--- src/rtl/arm_pkg.sv ---
// Shared definitions for the multicycle ARM control unit: FSM states,
// ALU control codes, condition codes and the data-processing command decode.
package arm_pkg;

  typedef enum logic [3:0] {
    FETCH  = 4'd0,
    DECODE = 4'd1,
    MEMADR = 4'd2,
    MEMRD  = 4'd3,
    MEMWB  = 4'd4,
    MEMWR  = 4'd5,
    EXECR  = 4'd6,
    EXECI  = 4'd7,
    ALUWB  = 4'd8,
    BRANCH = 4'd9
  } state_e;

  localparam logic [1:0] ALU_ADD = 2'b00;
  localparam logic [1:0] ALU_SUB = 2'b01;
  localparam logic [1:0] ALU_AND = 2'b10;
  localparam logic [1:0] ALU_ORR = 2'b11;

  localparam logic [1:0] OP_DP  = 2'b00;
  localparam logic [1:0] OP_MEM = 2'b01;
  localparam logic [1:0] OP_BR  = 2'b10;

  localparam logic [3:0] CMD_AND = 4'b0000;
  localparam logic [3:0] CMD_SUB = 4'b0010;
  localparam logic [3:0] CMD_ADD = 4'b0100;
  localparam logic [3:0] CMD_ORR = 4'b1100;

  localparam logic [3:0] COND_EQ = 4'b0000;
  localparam logic [3:0] COND_NE = 4'b0001;
  localparam logic [3:0] COND_CS = 4'b0010;
  localparam logic [3:0] COND_CC = 4'b0011;
  localparam logic [3:0] COND_MI = 4'b0100;
  localparam logic [3:0] COND_PL = 4'b0101;
  localparam logic [3:0] COND_VS = 4'b0110;
  localparam logic [3:0] COND_VC = 4'b0111;
  localparam logic [3:0] COND_HI = 4'b1000;
  localparam logic [3:0] COND_LS = 4'b1001;
  localparam logic [3:0] COND_GE = 4'b1010;
  localparam logic [3:0] COND_LT = 4'b1011;
  localparam logic [3:0] COND_GT = 4'b1100;
  localparam logic [3:0] COND_LE = 4'b1101;
  localparam logic [3:0] COND_AL = 4'b1110;

  // Unsupported commands fall back to ADD so the ALU always has a defined op.
  function automatic logic [1:0] alu_decode(input logic [3:0] cmd);
    logic [1:0] alu;
    case (cmd)
      CMD_ADD: alu = ALU_ADD;
      CMD_SUB: alu = ALU_SUB;
      CMD_AND: alu = ALU_AND;
      CMD_ORR: alu = ALU_ORR;
      default: alu = ALU_ADD;
    endcase
    return alu;
  endfunction

endpackage

--- src/rtl/condition_check.sv ---
// Holds the NZCV flags, evaluates the instruction condition against them and
// registers the result at the end of DECODE for use by later states.
module condition_check
  import arm_pkg::*;
(
  input  logic       clk,
  input  logic       reset,
  input  logic [3:0] cond_i,
  input  logic [3:0] alu_flags_i,
  input  logic       cond_latch_i,
  input  logic       flag_write_i,
  input  logic       arith_op_i,
  output logic       cond_ex_o
);

  logic [3:0] nzcv_q, nzcv_d;
  logic       cond_ex_q, cond_ex_d;
  logic       cond_now;
  logic       n_s, z_s, c_s, v_s;

  assign n_s = nzcv_q[3];
  assign z_s = nzcv_q[2];
  assign c_s = nzcv_q[1];
  assign v_s = nzcv_q[0];

  // Condition evaluation against the stored flags; 1111 never executes.
  always_comb begin
    cond_now = 1'b0;
    case (cond_i)
      COND_EQ: cond_now = z_s;
      COND_NE: cond_now = ~z_s;
      COND_CS: cond_now = c_s;
      COND_CC: cond_now = ~c_s;
      COND_MI: cond_now = n_s;
      COND_PL: cond_now = ~n_s;
      COND_VS: cond_now = v_s;
      COND_VC: cond_now = ~v_s;
      COND_HI: cond_now = c_s & ~z_s;
      COND_LS: cond_now = ~c_s | z_s;
      COND_GE: cond_now = (n_s == v_s);
      COND_LT: cond_now = (n_s != v_s);
      COND_GT: cond_now = ~z_s & (n_s == v_s);
      COND_LE: cond_now = z_s | (n_s != v_s);
      COND_AL: cond_now = 1'b1;
      default: cond_now = 1'b0;
    endcase
  end

  // Next-state for the condition latch and the flag register.
  always_comb begin
    cond_ex_d = cond_ex_q;
    nzcv_d    = nzcv_q;
    if (cond_latch_i) begin
      cond_ex_d = cond_now;
    end else begin
      cond_ex_d = cond_ex_q;
    end
    if (flag_write_i && cond_ex_q) begin
      nzcv_d[3:2] = alu_flags_i[3:2];
      if (arith_op_i) begin
        nzcv_d[1:0] = alu_flags_i[1:0];
      end else begin
        nzcv_d[1:0] = nzcv_q[1:0];
      end
    end else begin
      nzcv_d = nzcv_q;
    end
  end

  // Flag and condition registers.
  always_ff @(posedge clk) begin
    if (reset) begin
      nzcv_q    <= 4'b0000;
      cond_ex_q <= 1'b0;
    end else begin
      nzcv_q    <= nzcv_d;
      cond_ex_q <= cond_ex_d;
    end
  end

  assign cond_ex_o = cond_ex_q;

endmodule

--- src/rtl/multicycle_control_unit.sv ---
// Multicycle ARM control FSM: sequences fetch/decode/execute states and
// drives datapath selects and write strobes gated by the condition result.
module multicycle_control_unit
  import arm_pkg::*;
(
  input  logic       clk,
  input  logic       reset,
  input  logic [3:0] cond,
  input  logic [1:0] op,
  input  logic [5:0] funct,
  input  logic [3:0] rd,
  input  logic [3:0] alu_flags,
  output logic       pc_write,
  output logic       mem_write,
  output logic       reg_write,
  output logic       ir_write,
  output logic       adr_src,
  output logic       alu_src_a,
  output logic [1:0] result_src,
  output logic [1:0] alu_src_b,
  output logic [1:0] imm_src,
  output logic [1:0] reg_src,
  output logic [1:0] alu_control
);

  state_e     state_q, state_d;
  logic       cond_ex_q;
  logic       regw_state;
  logic       is_exec;
  logic [1:0] alu_cmd;

  assign alu_cmd = alu_decode(funct[4:1]);
  assign is_exec = (state_q == EXECR) || (state_q == EXECI);

  condition_check u_cond (
    .clk          (clk),
    .reset        (reset),
    .cond_i       (cond),
    .alu_flags_i  (alu_flags),
    .cond_latch_i (state_q == DECODE),
    .flag_write_i (is_exec && funct[0]),
    .arith_op_i   ((alu_cmd == ALU_ADD) || (alu_cmd == ALU_SUB)),
    .cond_ex_o    (cond_ex_q)
  );

  // State register.
  always_ff @(posedge clk) begin
    if (reset) begin
      state_q <= FETCH;
    end else begin
      state_q <= state_d;
    end
  end

  // Next-state logic.
  always_comb begin
    state_d = FETCH;
    case (state_q)
      FETCH:  state_d = DECODE;
      DECODE: begin
        case (op)
          OP_MEM:  state_d = MEMADR;
          OP_DP:   state_d = funct[5] ? EXECI : EXECR;
          OP_BR:   state_d = BRANCH;
          default: state_d = FETCH;
        endcase
      end
      MEMADR: state_d = funct[0] ? MEMRD : MEMWR;
      MEMRD:  state_d = MEMWB;
      EXECR:  state_d = ALUWB;
      EXECI:  state_d = ALUWB;
      default: state_d = FETCH;
    endcase
  end

  // Datapath selects and strobes decoded from the current state.
  always_comb begin
    ir_write    = 1'b0;
    adr_src     = 1'b0;
    alu_src_a   = 1'b0;
    alu_src_b   = 2'b00;
    result_src  = 2'b00;
    alu_control = ALU_ADD;
    regw_state  = 1'b0;
    mem_write   = 1'b0;
    case (state_q)
      FETCH: begin
        ir_write   = 1'b1;
        alu_src_a  = 1'b1;
        alu_src_b  = 2'b10;
        result_src = 2'b10;
      end
      DECODE: begin
        alu_src_a  = 1'b1;
        alu_src_b  = 2'b10;
        result_src = 2'b10;
      end
      MEMADR: alu_src_b = 2'b01;
      MEMRD:  adr_src = 1'b1;
      MEMWB: begin
        result_src = 2'b01;
        regw_state = 1'b1;
      end
      MEMWR: begin
        adr_src   = 1'b1;
        mem_write = cond_ex_q;
      end
      EXECR:  alu_control = alu_cmd;
      EXECI: begin
        alu_src_b   = 2'b01;
        alu_control = alu_cmd;
      end
      ALUWB:  regw_state = 1'b1;
      BRANCH: begin
        alu_src_b  = 2'b01;
        result_src = 2'b10;
      end
      default: ir_write = 1'b0;
    endcase
  end

  // A write-back to R15 doubles as a jump, so it also raises pc_write.
  assign reg_write = regw_state & cond_ex_q;
  assign pc_write  = (state_q == FETCH)
                   | (cond_ex_q & ((state_q == BRANCH) | (regw_state & (rd == 4'd15))));

  assign imm_src = op;
  assign reg_src = {op == OP_MEM, op == OP_BR};

endmodule

--- config.mk ---
export PLATFORM = sky130hd
export DESIGN_NAME = multicycle_control_unit
export DESIGN_NICKNAME = d
export VERILOG_FILES = /design/src/rtl/arm_pkg.sv /design/src/rtl/condition_check.sv /design/src/rtl/multicycle_control_unit.sv
export SDC_FILE = /design/constraint.sdc
export NUM_CORES = 1
export LEC_CHECK = 0
export ABC_AREA = 1
export ABC_CLOCK_PERIOD_IN_PS = 1500
export CORE_UTILIZATION = 40
export CTS_BUF_LIST = sky130_fd_sc_hd__clkbuf_16
export CTS_CLUSTER_DIAMETER = 150
export DETAILED_ROUTE_END_ITERATION = 7
export PLACE_DENSITY = 0.81
export SLEW_MARGIN = 5
export SYNTH_ARGS = -nofsm -noshare
export SYNTH_HDL_FRONTEND = slang
export SYNTH_HIERARCHICAL = 1
export SYNTH_SLANG_ARGS = --single-unit
--- constraint.sdc ---
create_clock -name clk -period 1.5 [get_ports clk]
set_clock_uncertainty 0.1 [all_clocks]
set_input_delay 0.225 -clock clk [delete_from_list [all_inputs] [get_ports clk]]
set_output_delay 0.225 -clock clk [all_outputs]
set_load 0.01 [all_outputs]
==> flow_summary.yaml, run 1 <==
route:
  wl_met1_um: 1499
  route.met3.wl_um: 491
  wirelength_um: 4520
  routed_via_density: 5.834
  antenna_left: 0
  drt-initial-drc-count: 109
  routed.top_layer: "met4"
  firstDrtPassIters: 4
  num_vias: 1406
  remaining_drc_errors: 0
  wl_per_cell_um: 18.76
  met2_length_um: 2152
synthesis:
  synth_edf_count: 0
  ys_top_cells_by_area: "dfxtp_1 22%, nand2_1 22%, nor2_1 12%, inv_1 7.5%, nand3_1 6.2%"
  syn_area_um2: 805.8
  synth_fp_nets: 169
  synth_top_cell_area_share: 0.2236
  synthFlopType: "dfxtp_1"
  synth.yosys.seq_area_share: 0.2236
  async_flop_share: 0
  synthCells: 147
  synth_largest_area_cell: "dfxtp_1"
  syn_area_per_cell_um2: 5.481
  ys.warnings.count: 6
  synth-seq-cells: 9
  synth_cell_types: 21
cts:
  cts_hold_buf: 0
  htree_levels: 1
  clk_path_buf_depth: 2
  numCtsBuffers: 3
  worstSkewPairLatency_ps: 240
  clock-sinks: 9
  cts_root_buffer: "clkbuf_16"
  path_clk_slew_ps: 50
  tritoncts: "yes"
floorplanning:
  die_y_um: 46.88
  start_util: 0.4472
  ios: 38
  dieArea_um2: 2198
  die_w_um: 46.88
  core_area_um2: 1802
  rows: 15
final_layout:
  seqCellArea_um2: 192.7
  insertedDiodeCount: 0
  synthToLayoutAreaGrowth_pct: 106.5
  multi_input_area_um2: 676.9
  layout-drive-gt1-share: 0.4676
  nets: 239
  finalInstanceArea_um2: 1664
  fillers: 75
  final_util: 0.9236
pwr:
  combPwrFrac: 0.338
  switchingPower_w: 0.0003708
  p_clk_frac: 0.425
  switching_share: 0.3222
  vdd_drop_max_v: 0.0006587
  internal_power_w: 0.0007800
  power.density_nw_per_um2: 691.6
  p_leak_nw: 0.8347
  seq_power_share: 0.237
worst_setup_path:
  path_class: "flip-flop to primary output"
  cp.buffers_inverters: 3
  cp_max_fo: 3
  max_stage_delay_ps: 400
  path_delay_family: "flip-flops"
  slowest_stage: "dfxtp_4"
  setup.worst_path.start: "state_q[2]"
  cp_common_cell: "nand2_1"
  worstSetupEndpointType: "primary output"
  rr_startpoint: "state_q[3]"
  cp_data_required_time_ps: 1170
  crit_path_start_kind: "flip-flop"
  arrival_ps: 1330
  crit_chain: "inv_6, buf_6, nand2_2, nand2_2, nand3_1, nand2_1, nand2_1, nand2_1, buf_2"
hold_path:
  hold_class: "flip-flop to flip-flop"
  min_from: "u_cond/nzcv_q[3]"
placed_design:
  dp_hpwl_um: 2004
  gp_congestion: 0.9176
  place_area_um2: 1335
  io_buffers: 37
outcome:
  outcome: "complete, but fails checks"
  violations: "negative setup slack"
global_route:
  antenna_found_initial: 0
  grt_usage: 0.3594
  grt_pass1_vias: 1200
  grt_start_max_net_pins: 10
  grt_pass1_wl_um: 5409
  grt_overflow: 0
flow_run:
  maxCapViolations: 0
timing:
  min_period_ps: 1655
  setup_viol: 9
  fin_ws_ps: -155.3
  tightest_slew_ps: 530.4
  rsz0062_at_grt: "true"
  hold_viol: 0
  slew_violations: 0
  max_freq_mhz: 604.1
  fin_crit_sh: 1.104
  relSlewSlack: 0.6453
stage by stage:
stage / power, W / cells / worst slack, ps / hold WS (ps) / setup TNS [ps]
2_1_floorplan: 0.0003981 / 147 / 177.6 / 187.4 / 0
3_3_place_gp: 0.0005735 / 226 / -388.0 / 394.2 / -3080
3_5_place_dp: 0.0005836 / 226 / -408.3 / 408.3 / -3630
4_1_cts: 0.001075 / 237 / -53.54 / 412.7 / -169.6
5_1_grt: 0.001205 / 241 / -292.8 / 449.2 / -1688
6_report: 0.001151 / 241 / -155.3 / 419.3 / -718.0
cells in the mapped netlist, types with 3 or more instances:
cell type   n
nor2_1     25
dfxtp_1     9
a21oi_1     7
buf_4       3
nand3_1    10
nand3b_1    3
nand2_1    47
a211oi_1    3
inv_2       8
inv_1      16
nor2_2      3
path summary, 6_finish.rpt:
path	endpoint	slack [ps]	depth (start not counted)
hold / removal	u_cond/nzcv_q[3]	420	2
hold reg to reg	u_cond/nzcv_q[3]	420	2
setup / recovery	pc_write	-160	9
setup reg to reg	u_cond/nzcv_q[1]	-90	11
worst reg2reg max path, cell delays in order, from the launching register on:
cell and delay [ps]:
dfxtp_2 340, inv_2 80, buf_6 120, nand2_8 60, inv_6 70, nand2_4 60
buf_6 120, nor2_4 80, nand2_2 80, inv_2 100, nand2_4 90, a211oi_2 210
per-layer routing:
layer  vias to the layer above  GRT usage
met3                        61    0.09231
met2                       146     0.6389
li1                        592          -
met1                       607     0.3805
met4                         0     0.2114
met5                         -          0
registers in the layout, indices dropped and copies added, names as in the netlist:
signal,cells
u_cond/nzcv_q,4
state_q,4
u_cond/cond_ex_o,1
timing repair:
action                                  in CTS  in global routing
pin swaps                                    6                 11
buffers inserted                             7                  4
endpoints found under the hold margin        0                  0
resized for setup                           82                 44
endpoints found under the setup margin      21                 19
cells in the final DEF (no fill, tap or decap), drive strengths merged:
master,instances
clkdlybuf4s50,15
dfxtp,9
dlygate4sd2,3
clkbuf,5
nand2,49
clkinv,1
inv,25
a211oi,3
clkdlybuf4s15,1
o21ai,5
nand3,11
nand3b,3
a21oi,9
dlymetal6s2s,5
nor3,1
buf,42
nor2,29
power groups by stage:
stage               sequential, W  combinational, W  clock, W
floorplan                0.000263          0.000135         0
global placement         0.000266          0.000308         0
detailed placement       0.000266          0.000318         0
CTS                      0.000266          0.000330  0.000479
global route             0.000273          0.000414  0.000518
finish                   0.000273          0.000389  0.000489
area by class of cell:
cell class	count	area share
clock buffer	3	0.04511
clock inverter	1	0.002256
inverter	25	0.06391
timing repair buffer	68	0.3474
tap	25	0.01880
multi-input combinational	110	0.4068
sequential	9	0.1158
cells by family (layout without fill, tap and decap cells):
| group | count (synthesis) | in the layout | synth area share |
|---|---|---|---|
| AO/OA/AOI/OAI | 17 | 17 | 0.1289 |
| buffers and inverters | 28 | 97 | 0.1444 |
| flip-flops | 9 | 9 | 0.2236 |
| AND/OR/NAND/NOR | 93 | 93 | 0.5031 |
Note: power is estimated with default switching activity, not from simulation.
==> run 2, diff against run 1 <==
- ABC_CLOCK_PERIOD_IN_PS: 1500 -> 1570
- SYNTH_HIERARCHICAL: 1 -> not set
- clock period: 1.5 -> 1.57 ns (I/O delays scaled with it)
==> flow_summary.yaml, run 2 <==
outcome:
  outcome: "complete, but fails checks"
  violations: "negative setup slack"
flow_run:
  maxCapViolations: 0
final_layout:
  nets: 225
  finalNonFillerCells: 227
  synthToLayoutAreaGrowth_pct: 83.75
  final_cell_mix: "34 x nand2_1, 20 x nor2_1, 20 x buf_4"
  insertedDiodeCount: 0
  final_util: 0.8175
  layout-drive-gt1-share: 0.3713
  mostFrequentLayoutCell: "nand2_1"
cts:
  clock-sinks: 9
  cts_hold_buf: 0
  cts_root_buffer: "clkbuf_16"
  numCtsBuffers: 3
  worstSkewPairLatency_ps: 240
  clk_path_buf_depth: 2
  htree_levels: 1
  path_clk_slew_ps: 40
  tritoncts: "yes"
pwr:
  p_leak_nw: 0.7384
  vdd_drop_max_v: 0.0005444
  power.density_nw_per_um2: 708.6
synthesis:
  syn_area_um2: 793.3
  async_flop_share: 0
  synth_compound_area_frac: 0.1656
  synth_top_cell_area_share: 0.2271
  yosysMostFrequentCell: "nand2_1"
  synth.yosys.seq_area_share: 0.2271
  yosys.area_share.simple: 0.4606
  synthMuxAreaShare: 0
  synth_largest_area_cell: "dfxtp_1"
  ys.warnings.count: 0
  synth_cell_types: 22
  ys_top_cells_by_area: "dfxtp_1 23%, nand2_1 17%, nor2_1 14%, inv_1 9.9%, nand3_1 5.7%"
  syn_area_per_cell_um2: 5.626
  synth-adder-area-share: 0
  yosys-top-cells-count: "35 x nand2_1, 30 x nor2_1, 21 x inv_1"
  synth_top_family_by_area: "simple AND/OR/NAND/NOR gates"
  synthFlopType: "dfxtp_1"
  synth_xor_area_frac: 0
  synth-seq-cells: 9
  synth_fp_nets: 163
  synth_edf_count: 0
  synthCells: 141
global_route:
  grt_usage: 0.3095
  antenna_found_initial: 0
  grt_pass1_wl_um: 4567
  grt_pass1_vias: 1111
  grt_overflow: 0
  grt_start_max_net_pins: 10
timing:
  setup_tns_ps: -349.3
  hold_viol: 0
  relSlewSlack: 0.7114
  max_freq_mhz: 582.5
  fin_crit_sh: 1.093
  min_period_ps: 1717
  rsz0062_at_grt: "true"
  tightest_slew_ps: 431.6
  setup_viol: 4
  slew_violations: 0
  fin_ws_ps: -146.8
  hold_slack_ps: 435.4
hold_path:
  hold_class: "flip-flop to flip-flop"
route:
  wl_per_cell_um: 13.60
  num_vias: 1137
  remaining_drc_errors: 0
  drt-initial-drc-count: 22
  antenna_left: 0
  routed_via_density: 5.009
  wirelength_um: 3087
  firstDrtPassIters: 4
floorplanning:
  core_area_um2: 1783
  start_util: 0.4449
  rows: 15
  die_w_um: 46.53
  die_y_um: 46.53
  ios: 38
  dieArea_um2: 2165
worst_setup_path:
  slowest_stage: "dfxtp_2"
  crit_path_start_kind: "flip-flop"
  path_class: "flip-flop to primary output"
  max_stage_delay_ps: 360
  cp_max_fo: 2
  arrival_ps: 1380
  worstSetupEndpointType: "primary output"
  cp_common_cell: "o21ai_1"
  cp_data_required_time_ps: 1230
  crit_chain: "inv_2, buf_6, nor2_4, o21ai_2, o21ai_1, nand2_1, o21ai_1, buf_2"
placed_design:
  gp_congestion: 0.9052
  place_inst: 220
  dp_hpwl_um: 1969
  io_buffers: 37
[run 2: cell count changes after synthesis, sizes merged]
cell    previous run  this run
a21oi              9         7
nand4              0         1
nand3             11        10
clkinv             1         0
nand3b             3         1
nand2             49        36
o21ai              5         9
inv               24        26
a211oi             3         4
a22oi              0         1
nor2              29        33
[run 2: kinds of logic after synthesis]
logic type             after synthesis
AO/OA/AOI/OAI                       21
buffers and inverters               29
flip-flops                           9
AND/OR/NAND/NOR                     82
[run 2: metal layers]
metal,track usage,up-vias,wire length [um]
li1,-,564,-
met1,0.3255,523,1252
met2,0.5528,39,1595
met3,0.05882,11,129
met4,0.1941,0,110
met5,0,-,0
[run 2: final cells by class]
class | count | area, um^2
Multi-Input combinational cell | 103 | 565.5
Sequential cell | 9 | 192.7
Clock buffer | 3 | 75.07
Inverter | 26 | 97.59
Fill cell | 116 | 325.3
Clock inverter | 1 | 3.754
Tap cell | 25 | 31.28
Timing Repair Buffer | 60 | 491.7
[run 2: worst max-delay path: cells and delay by family (launching register included)]
kind            cells  cell delay (ps)
compound gates      3              290
buf+inv             3              320
flops               1              360
simple gates        2              170
[run 2: where the power goes]
part,internal [W],switching [W]
Combinational,0.000166,0.000165
Clock,0.000333,0.000118
Sequential,0.000238,0.0000127
Total,0.000737,0.000296
[run 2: per-stage QoR]
| stage | setup slack, ps | area [um^2] | power (W) |
|---|---|---|---|
| floorplan | 309.4 | 793.3 | 0.0003674 |
| global placement | -373.3 | 1326 | 0.0005480 |
| detailed placement | -413.5 | 1326 | 0.0005573 |
| CTS | -114.0 | 1433 | 0.001006 |
| global route | -195.4 | 1458 | 0.001067 |
| finish | -146.8 | 1458 | 0.001033 |
[run 2: repair_timing]
| action | 4_1_cts | 5_1_grt |
|---|---|---|
| buffers inserted | 2 | 1 |
| endpoints found under the hold margin | 0 | 0 |
| endpoints found under the setup margin | 16 | 15 |
| pin swaps | 3 | 8 |
| gates resized for setup | 74 | 25 |
[run 2: worst paths after layout]
path                    start          endpoint  slack [ps]  cells after the start
max                state_q[3]          pc_write        -150                      8
min          u_cond.nzcv_q[3]  u_cond.nzcv_q[3]         440                      2
max reg2reg        state_q[1]        state_q[2]         140                      8
min reg2reg  u_cond.nzcv_q[3]  u_cond.nzcv_q[3]         440                      2
==> run 3, diff against run 2 <==
- REMOVE_ABC_BUFFERS: not set -> 1
==> flow_summary.yaml, run 3 (same netlist as run 2, synthesis figures left out) <==
pwr:
  switching_share: 0.2877
  vdd_drop_max_v: 0.0005150
  p_leak_nw: 0.7334
  combPwrFrac: 0.307
  power.density_nw_per_um2: 709.7
  internal_power_w: 0.0007344
  switchingPower_w: 0.0002966
  p_clk_frac: 0.449
  finalPower_w: 0.001031
  seq_power_share: 0.244
timing:
  max_freq_mhz: 622.3
  slew_violations: 0
  min_period_ps: 1607
  rsz0062_at_grt: "true"
  fin_crit_sh: 1.023
  relSlewSlack: 0.6984
  hold_viol: 0
  setup_tns_ps: -74.08
  setup_viol: 3
  tightest_slew_ps: 450.9
  fin_ws_ps: -36.87
worst_setup_path:
  max_stage_delay_ps: 360
  worstSetupEndpointType: "primary output"
  cp.buffers_inverters: 2
  slowest_stage: "dfxtp_4"
  cp_data_required_time_ps: 1230
  arrival_ps: 1270
  reg2reg_slack_ps: 90
  crit_path_start_kind: "flip-flop"
  path_delay_family: "simple AND/OR/NAND/NOR gates"
  crit_chain: "nor2_2, inv_2, nor2_2, nand2_1, nand2_1, buf_2"
  path_class: "flip-flop to primary output"
  cp_max_fo: 5
floorplanning:
  ios: 38
  die_w_um: 46.53
  dieArea_um2: 2165
  rows: 15
  core_area_um2: 1783
  die_y_um: 46.53
  start_util: 0.4449
placed_design:
  io_buffers: 37
  gp_congestion: 0.8671
  dp_hpwl_um: 1902
flow_run:
  maxCapViolations: 0
cts:
  tritoncts: "yes"
  numCtsBuffers: 3
  clk_path_buf_depth: 2
  path_clk_slew_ps: 40
  htree_levels: 1
  worstSkewPairLatency_ps: 240
  clock-sinks: 9
  cts_root_buffer: "clkbuf_16"
route:
  antenna_left: 0
  num_vias: 1155
  drt-initial-drc-count: 17
  routed_via_density: 5.066
  wirelength_um: 3015
  remaining_drc_errors: 0
  wl_per_cell_um: 13.22
  firstDrtPassIters: 4
global_route:
  grt_pass1_vias: 1101
  grt_start_max_net_pins: 10
  grt_overflow: 0
  grt_pass1_wl_um: 4692
  antenna_found_initial: 0
  grt_usage: 0.3149
final_layout:
  insertedDiodeCount: 0
  nets: 226
  final_cell_mix: "33 x nand2_1, 24 x buf_4, 22 x nor2_1"
  mostFrequentLayoutCell: "nand2_1"
  layout-drive-gt1-share: 0.3695
  synthToLayoutAreaGrowth_pct: 83.12
hold_path:
  hold_class: "flip-flop to flip-flop"
outcome:
  outcome: "complete, but fails checks"
  violations: "negative setup slack"
-- run 3: cell type report --
class,instances,area (um^2)
Multi-Input combinational cell,103,555.5
Sequential cell,9,192.7
Timing Repair Buffer,61,491.7
Tap cell,25,31.28
Fill cell,128,330.3
Clock inverter,1,3.754
Inverter,26,102.6
Clock buffer,3,75.07
-- run 3: stage by stage --
| stage | hold slack [ps] | utilization | instance area [um^2] | std cells | worst slack [ps] |
|---|---|---|---|---|---|
| 3_5_place_dp | 405.1 | 0.7439 | 1326 | 220 | -460.6 |
| 3_3_place_gp | 396.7 | 0.7439 | 1326 | 220 | -374.2 |
| 4_1_cts | 431.3 | 0.7895 | 1408 | 227 | -28.72 |
| 2_1_floorplan | 197.9 | - | 774.5 | 138 | 309.4 |
| 6_report | 460.5 | 0.8147 | 1453 | 228 | -36.87 |
| 5_1_grt | 481.6 | 0.8147 | 1453 | 228 | -89.42 |
-- run 3: power groups by stage --
| stage | Combinational [W] | Sequential, W | Clock (W) |
|---|---|---|---|
| after floorplan | 0.000107 | 0.000252 | 0 |
| after global placement | 0.000297 | 0.000251 | 0 |
| after detailed placement | 0.000304 | 0.000251 | 0 |
| after CTS | 0.000303 | 0.000250 | 0.000453 |
| after global routing | 0.000346 | 0.000253 | 0.000468 |
| final | 0.000317 | 0.000252 | 0.000462 |
-- run 3: routing by layer --
metal,routed length (um),vias to the layer above,global-route usage,part of all wire
met5,0,-,0,0
met4,64,0,0.1353,0.021
met3,218,8,0.07451,0.072
met2,1520,63,0.5333,0.50
met1,1211,523,0.3715,0.40
li1,-,561,-,-
-- run 3: path summary, 6_finish.rpt --
| kind | startpoint | endpoint | depth (start not counted) |
|---|---|---|---|
| worst max-delay path | state_q[2] | adr_src | 6 |
| worst min-delay path | u_cond.nzcv_q[3] | u_cond.nzcv_q[3] | 2 |
| worst max register to register | state_q[3] | u_cond.nzcv_q[1] | 10 |
| worst min register to register | u_cond.nzcv_q[3] | u_cond.nzcv_q[3] | 2 |
-- run 3: timing repair --
action	CTS	global route
gates resized for setup	63	28
pin swaps	2	6
buffers inserted	3	1
gates cloned	0	0
endpoints found under the hold margin	0	0
endpoints found under the setup margin	16	13
hold buffers	0	0
-- run 3: tightest hold or removal path, stage by stage (launching register included) --
cell and delay, ps:
dfxtp_1 320, inv_1 110, a211oi_1 80
